[config.mk]
export PLATFORM = sky130hd
export DESIGN_NAME = i2f_issue_ctrl
export DESIGN_NICKNAME = d
export VERILOG_FILES = /design/src/rtl/i2f_issue_ctrl.sv
export SDC_FILE = /design/constraint.sdc
export NUM_CORES = 1
export LEC_CHECK = 0
export CORE_UTILIZATION = 59
export DETAILED_ROUTE_END_ITERATION = 6
export PLACE_DENSITY = 0.95
export SLEW_MARGIN = 20
export SYNTH_ARGS = -nofsm -noshare
export SYNTH_HDL_FRONTEND = slang
export SYNTH_SLANG_ARGS = --single-unit
[constraint.sdc]
create_clock -name clk -period 13.9 [get_ports clk]
set_input_delay 2.78 -clock clk [delete_from_list [all_inputs] [get_ports clk]]
set_output_delay 2.78 -clock clk [all_outputs]
set_load 0.01 [all_outputs]
[src/rtl/i2f_issue_ctrl.sv]
// ============================================================================
// Module      : i2f_issue_ctrl
// Description : Valid/ready front-end for a single-cycle i2f converter with
//               inexact-flag generation and an in-order tagged result FIFO.
// Revision    : 1.0 - initial release
// ============================================================================
`default_nettype none

module i2f_issue_ctrl #(
    parameter int FPWID = 32,
    parameter int MANTW = 23,
    parameter int TAGW  = 4,
    parameter int DEPTH = 4
) (
    input  logic             clk,
    input  logic             rst,
    input  logic             flush,
    input  logic             req_valid,
    output logic             req_ready,
    input  logic [FPWID-1:0] req_int,
    input  logic [2:0]       req_rm,
    input  logic [TAGW-1:0]  req_tag,
    output logic             cvt_ce,
    output logic [2:0]       cvt_rm,
    output logic [FPWID-1:0] cvt_i,
    input  logic [FPWID-1:0] cvt_o,
    output logic             rsp_valid,
    input  logic             rsp_ready,
    output logic [FPWID-1:0] rsp_f,
    output logic [TAGW-1:0]  rsp_tag,
    output logic             rsp_inexact
);

    localparam int PTRW = $clog2(DEPTH);
    localparam int CNTW = PTRW + 1;

    logic [PTRW-1:0]  r_wr_ptr;
    logic [PTRW-1:0]  r_rd_ptr;
    logic [CNTW-1:0]  r_count;
    logic             r_inflight;
    logic [TAGW-1:0]  r_stage_tag;
    logic             r_stage_inexact;

    logic [FPWID-1:0] r_mem_f   [DEPTH];
    logic [TAGW-1:0]  r_mem_tag [DEPTH];
    logic             r_mem_inx [DEPTH];

    logic [FPWID-1:0] w_mag;
    int               w_msb;
    logic             w_inexact;
    logic [CNTW-1:0]  w_occ;
    logic             w_accept;
    logic             w_write;
    logic             w_read;

    assign cvt_ce = 1'b1;
    assign cvt_i  = req_int;
    assign cvt_rm = req_rm;

    // Most-negative input wraps to 2^(FPWID-1), which is its true magnitude.
    assign w_mag = req_int[FPWID-1] ? (~req_int + FPWID'(1)) : req_int;

    always_comb begin
        w_msb     = 0;
        w_inexact = 1'b0;
        for (int i = 0; i < FPWID; i++) begin
            if (w_mag[i]) w_msb = i;
        end
        // Any set bit more than MANTW positions below the MSB is lost by rounding.
        for (int i = 0; i < FPWID; i++) begin
            if (w_mag[i] && ((i + MANTW) < w_msb)) w_inexact = 1'b1;
        end
    end

    // Credit counts the in-flight op so every accepted request has a FIFO slot.
    assign w_occ     = r_count + CNTW'(r_inflight);
    assign req_ready = !flush && (w_occ < CNTW'(DEPTH));
    assign w_accept  = req_valid && req_ready;
    assign w_write   = r_inflight && !flush;
    assign w_read    = rsp_valid && rsp_ready && !flush;

    assign rsp_valid   = (r_count != '0);
    assign rsp_f       = r_mem_f[r_rd_ptr];
    assign rsp_tag     = r_mem_tag[r_rd_ptr];
    assign rsp_inexact = r_mem_inx[r_rd_ptr];

    always_ff @(posedge clk or posedge rst) begin
        if (rst) begin
            r_wr_ptr        <= '0;
            r_rd_ptr        <= '0;
            r_count         <= '0;
            r_inflight      <= 1'b0;
            r_stage_tag     <= '0;
            r_stage_inexact <= 1'b0;
        end else if (flush) begin
            r_wr_ptr   <= '0;
            r_rd_ptr   <= '0;
            r_count    <= '0;
            r_inflight <= 1'b0;
        end else begin
            r_inflight <= w_accept;
            if (w_accept) begin
                r_stage_tag     <= req_tag;
                r_stage_inexact <= w_inexact;
            end
            if (w_write) r_wr_ptr <= r_wr_ptr + PTRW'(1);
            if (w_read)  r_rd_ptr <= r_rd_ptr + PTRW'(1);
            r_count <= r_count + CNTW'(w_write) - CNTW'(w_read);
        end
    end

    always_ff @(posedge clk or posedge rst) begin
        if (rst) begin
            for (int i = 0; i < DEPTH; i++) begin
                r_mem_f[i]   <= '0;
                r_mem_tag[i] <= '0;
                r_mem_inx[i] <= 1'b0;
            end
        end else if (w_write) begin
            r_mem_f[r_wr_ptr]   <= cvt_o;
            r_mem_tag[r_wr_ptr] <= r_stage_tag;
            r_mem_inx[r_wr_ptr] <= r_stage_inexact;
        end
    end

endmodule

`default_nettype wire

**After elaboration in Yosys (flattened, before gate mapping)**

Index checks and enable logic that the tools add are counted.

- Bits in registers: 161
- Input port bits: 76
- Output and inout port bits: 75
- Logic and storage cells: 195

- Add/subtract/negate cells: 6
- Order comparisons: 36
- Multiplexer cells: 88
- Bitwise operators: 4
- Reductions and logical operators: 43

Operator list:

| kind | number |
|---|---|
| 2-to-1 mux 32 bit | 34 |
| less-than comparator 7 x 32 -> 1 bit (first input constant) | 23 |
| less-than comparator 6 x 32 -> 1 bit (first input constant) | 9 |
| bitwise mux 128 bit | 1 |
| binary-select mux 32 bit (select 2 bit) | 1 |
| demux 32 bit (select 2 bit) | 1 |
| logical AND 1 bit | 38 |
| 2-to-1 mux 1 bit | 37 |
| adder 32 x 1 -> 32 bit (second input constant) | 1 |
| NOT 32 bit | 1 |
| bitwise mux 16 bit | 1 |
| 2-to-1 mux 4 bit | 3 |
| binary-select mux 4 bit (select 2 bit) | 1 |
| demux 4 bit (select 2 bit) | 1 |
| 2-to-1 mux 2 bit | 4 |
| adder 3 x 1 -> 3 bit | 2 |
| greater-or-equal comparator 3 bit (second input constant) | 2 |
| NOT 2 -> 3 bit | 2 |
| adder 2 x 1 -> 2 bit (second input constant) | 2 |
| bitwise mux 4 bit | 1 |
| nonzero test 2 bit | 2 |
| less-than comparator 3 x 1 -> 1 bit (second input constant) | 1 |
| less-than comparator 3 bit (second input constant) | 1 |
| 2-to-1 mux 3 bit | 1 |
| other kinds (7) | 7 |

**Logic depth before layout (Yosys ltp)**

- Word-level depth: 68
- Mapped depth: 14
- Depth with buffers taken out: 12

**Worst setup path before layout**

No wires, ideal clock.

- Path type: input to output
- Start point: in flush
- End point: out req_ready
- Data arrival time: 3.173 ns
- Setup slack: 7.947 ns
- Stages on the path: 2
- Path through: clkbuf_1 -> nor2_1

- Word-level cells in the longest chain between the ends: 2

Ends and longest elaborated chain:

| what | RTL line | source |
|---|---|---|
| start, declared | 17 | `input logic flush,` |
| zero test 1 bit | 77 | `assign req_ready = !flush && (w_occ < CNTW'(DEPTH));` |
| logical AND 1 bit | 77 |  |
| end, declared | 19 | `output logic req_ready,` |

Every way passes these cells.

**Final worst setup path**

- Start point: in req_int[6]
- End point: out cvt_i[6]

RTL lines:

| what | RTL line | source |
|---|---|---|
| start, declared | 20 | `input logic [FPWID-1:0] req_int,` |
| end, declared | 25 | `output logic [FPWID-1:0] cvt_i,` |

No word-level cell between the ends.

==> flow_summary.toml <==
[critical_path]
crit_top_cell = "clkdlybuf4s50_1"
critPathKind = "in2out"
critPathSlowestCell = "clkdlybuf4s50_1"
cp_max_fo = 13
crit_path_max_incr_delay_ns = 0.82
arrival_ns = 4.24
worstPathCellList = "clkdlybuf4s50_1 > clkdlybuf4s50_1"
crit_required_ns = 11.12
cp-start-kind = "primary input"
path_buf_inv = 2
crit_family = "buffers and inverters"
cp-end-kind = "output pin"

[timing]
rsz0062_at_grt = "false"
fmax_mhz = 142.4
slew-limit-headroom_pct = 27.42
final_hold_viol_count = 0
timing.final.setup_violations = 0
setup_tns_ns = 0
fin_skew_ns = 0.007529
fin_crit_sh_pct = 50.54
worst_pin_slew_ns = 1.085
slew_violations = 0
worst_hold_slack_ns = 0.5044
fin_crit_ns = 7.025

[synthesis]
synth_area_mm2 = 0.009356
synth_area_leader_cell = "dfrtp_1"
syn_area_per_cell_um2 = 12.12
synthFlopType = "dfrtp_1"
synth_edf_count = 0
synth-seq-cells = 161
yosysWarnings = 0
syn_inst = 772
synthTopCellsByArea = "dfrtp_1, mux2_2, mux4_2"
synth.top_cell.area_share_pct = 43.06
synth_fp_nets = 856
ys_seq_area_share_pct = 43.06
ys_types = 85
synthArstFlopShare_pct = 100.0

[placed_design]
gp_congestion = 0.9051
hpwl_um = 14690
place.port_buffers = 143

[global_routing]
antenna_found_initial = 1
grt_pass1_vias = 6905
grt_max_degree = 87
grtUsageTotal_pct = 28.85
grt_pass1_wl_um = 36230
grt-ovfl-total = 0

[clocking]
post_cts_buffers = 0
clock_path_buffers = 2
ctsResizeCount = 0
tritoncts = "done"
htreeDepth = 4
cts_buffers = 17
clk_pin_slew_worst_paths_ns = 0.06
clk_latency_ns = 0.42
clockRootBuffer = "clkbuf_16"
cts-hold-fix-buffers = 0
clkSinkCount = 161

[route]
via_count = 6799
dr.first_iter.drc_count = 490
routed_wirelength_um = 22810
first_pass_iters = 5
ant_nets = 0
viasPerCell = 6.336
post_drt_wl_per_cell_um = 21.25
drcViolationCount = 0

[final_layout]
fin_nets = 933
nFillCells = 981
area_delta_synth_final_pct = 19.67
antennaDiodeCount = 0
layout_common_cells = "dfrtp_1, mux2_2, clkdlybuf4s50_1"
drive_gt1_share_pct = 29.93
final_common_cell = "dfrtp_1"

[worst_hold_path]
hold_path.class = "reg2reg"

[floorplanning]
fp.dieW_um = 127.9
rows = 45
die_h_um = 127.9
core_area_mm2 = 0.01531
pin_count = 151
initial_utilization_pct = 61.09
dieArea_mm2 = 0.01637

[flow_run]
cap_viol_max_count = 0

[outcome]
outcome = "finished clean"

[pwr]
irDropWorstVdd_v = 0.0001056
power_density_mw_per_mm2 = 166.3
p_leak_nw = 4.692
where the power goes:
group          total (mW)  leakage (nW)  internal, mW  switching, mW
Clock               0.476         0.293         0.271          0.205
Sequential          0.711          2.09         0.608          0.103
Combinational       0.676          2.31         0.411          0.264
flip-flops by register name (all words and copies together), names as in the netlist:
register / count
r_stage_tag: 4
r_mem_inx: 4
r_stage_inexact: 1
r_mem_tag: 16
r_wr_ptr: 2
r_inflight: 1
r_mem_f: 128
r_rd_ptr: 2
r_count: 3
metrics by stage:
step	utilization [%]	cell area, µm²	power, mW	cells	setup WS [ns]
4_1_cts	73.11	11200	1.865	1073	6.885
3_5_place_dp	69.20	10600	1.372	1041	6.888
3_3_place_gp	69.20	10600	1.324	1041	6.906
5_1_grt	73.11	11200	1.937	1073	6.814
6_report	73.11	11200	1.862	1073	6.875
2_1_floorplan	-	9356	1.076	772	6.772
synth_stat cells, drive strengths merged (4+ instances only):
master,n
nor4,14
or3,7
buf,55
nand4,8
a32o,5
a21oi,15
o21ai,19
nor2,35
a211oi,7
ha,7
inv,16
nand4b,4
or2,5
dfrtp,161
clkbuf,35
mux2,154
nand3,12
nor3,16
xnor2,12
xor2,7
mux4,37
o31ai,13
nand2,32
a31oi,6
nor2b,8
mux2i,7
o211ai,7
worst reg2reg max path: cells and delay by family (launching register included):
family / cells / cell delay [ns]
fa+ha+maj: 3 / 0.86
simple gates: 4 / 0.70
flops: 1 / 0.43
xor+xnor: 2 / 0.40
buf+inv: 1 / 0.04
kinds of logic after synthesis:
kind of cell	synth area share [%]
buffers and inverters	6.018
adders and majority gates	1.150
DFF	43.06
and+or+nand+nor	10.34
AOI/OAI and AO/OA	9.428
other	0.04008
muxes	28.19
xor gates and xnor gates	1.779
worst paths after layout:
path	from	end	slack, ns	depth (start not counted)
setup / recovery	req_int[6]	cvt_i[6]	6.88	2
hold / removal	r_mem_tag[5]$_DFFE_PP0P_	r_mem_tag[5]$_DFFE_PP0P_	0.50	1
setup reg to reg	r_count[1]$_DFF_PP0_	r_count[2]$_DFF_PP0_	11.35	10
hold reg to reg	r_mem_tag[5]$_DFFE_PP0P_	r_mem_tag[5]$_DFFE_PP0P_	0.50	1
max in group asynchronous	rst	r_rd_ptr[0]$_DFFE_PP0P_	9.58	3
min in group asynchronous	rst	r_mem_f[89]$_DFFE_PP0P_	2.88	2
routing by layer:
metal	vias to the layer above	track usage, %	wire length (µm)
met5	-	0	13
met4	2	9.550	655
met3	54	5.175	1173
met2	273	50.51	11740
met1	3435	36.27	9219
li1	3035	-	-
layout make-up:
class | count | area [µm²] | share of cell area, %
clock buffer | 17 | 425.4 | 3.799
clock inverter | 15 | 173.9 | 1.553
multi-input combinational | 505 | 4775 | 42.64
tap | 211 | 264.0 | 2.358
inverter | 16 | 65.06 | 0.5811
sequential | 161 | 4030 | 35.99
timing repair buffer | 148 | 1464 | 13.07
Power figures use the tool's default switching activity.
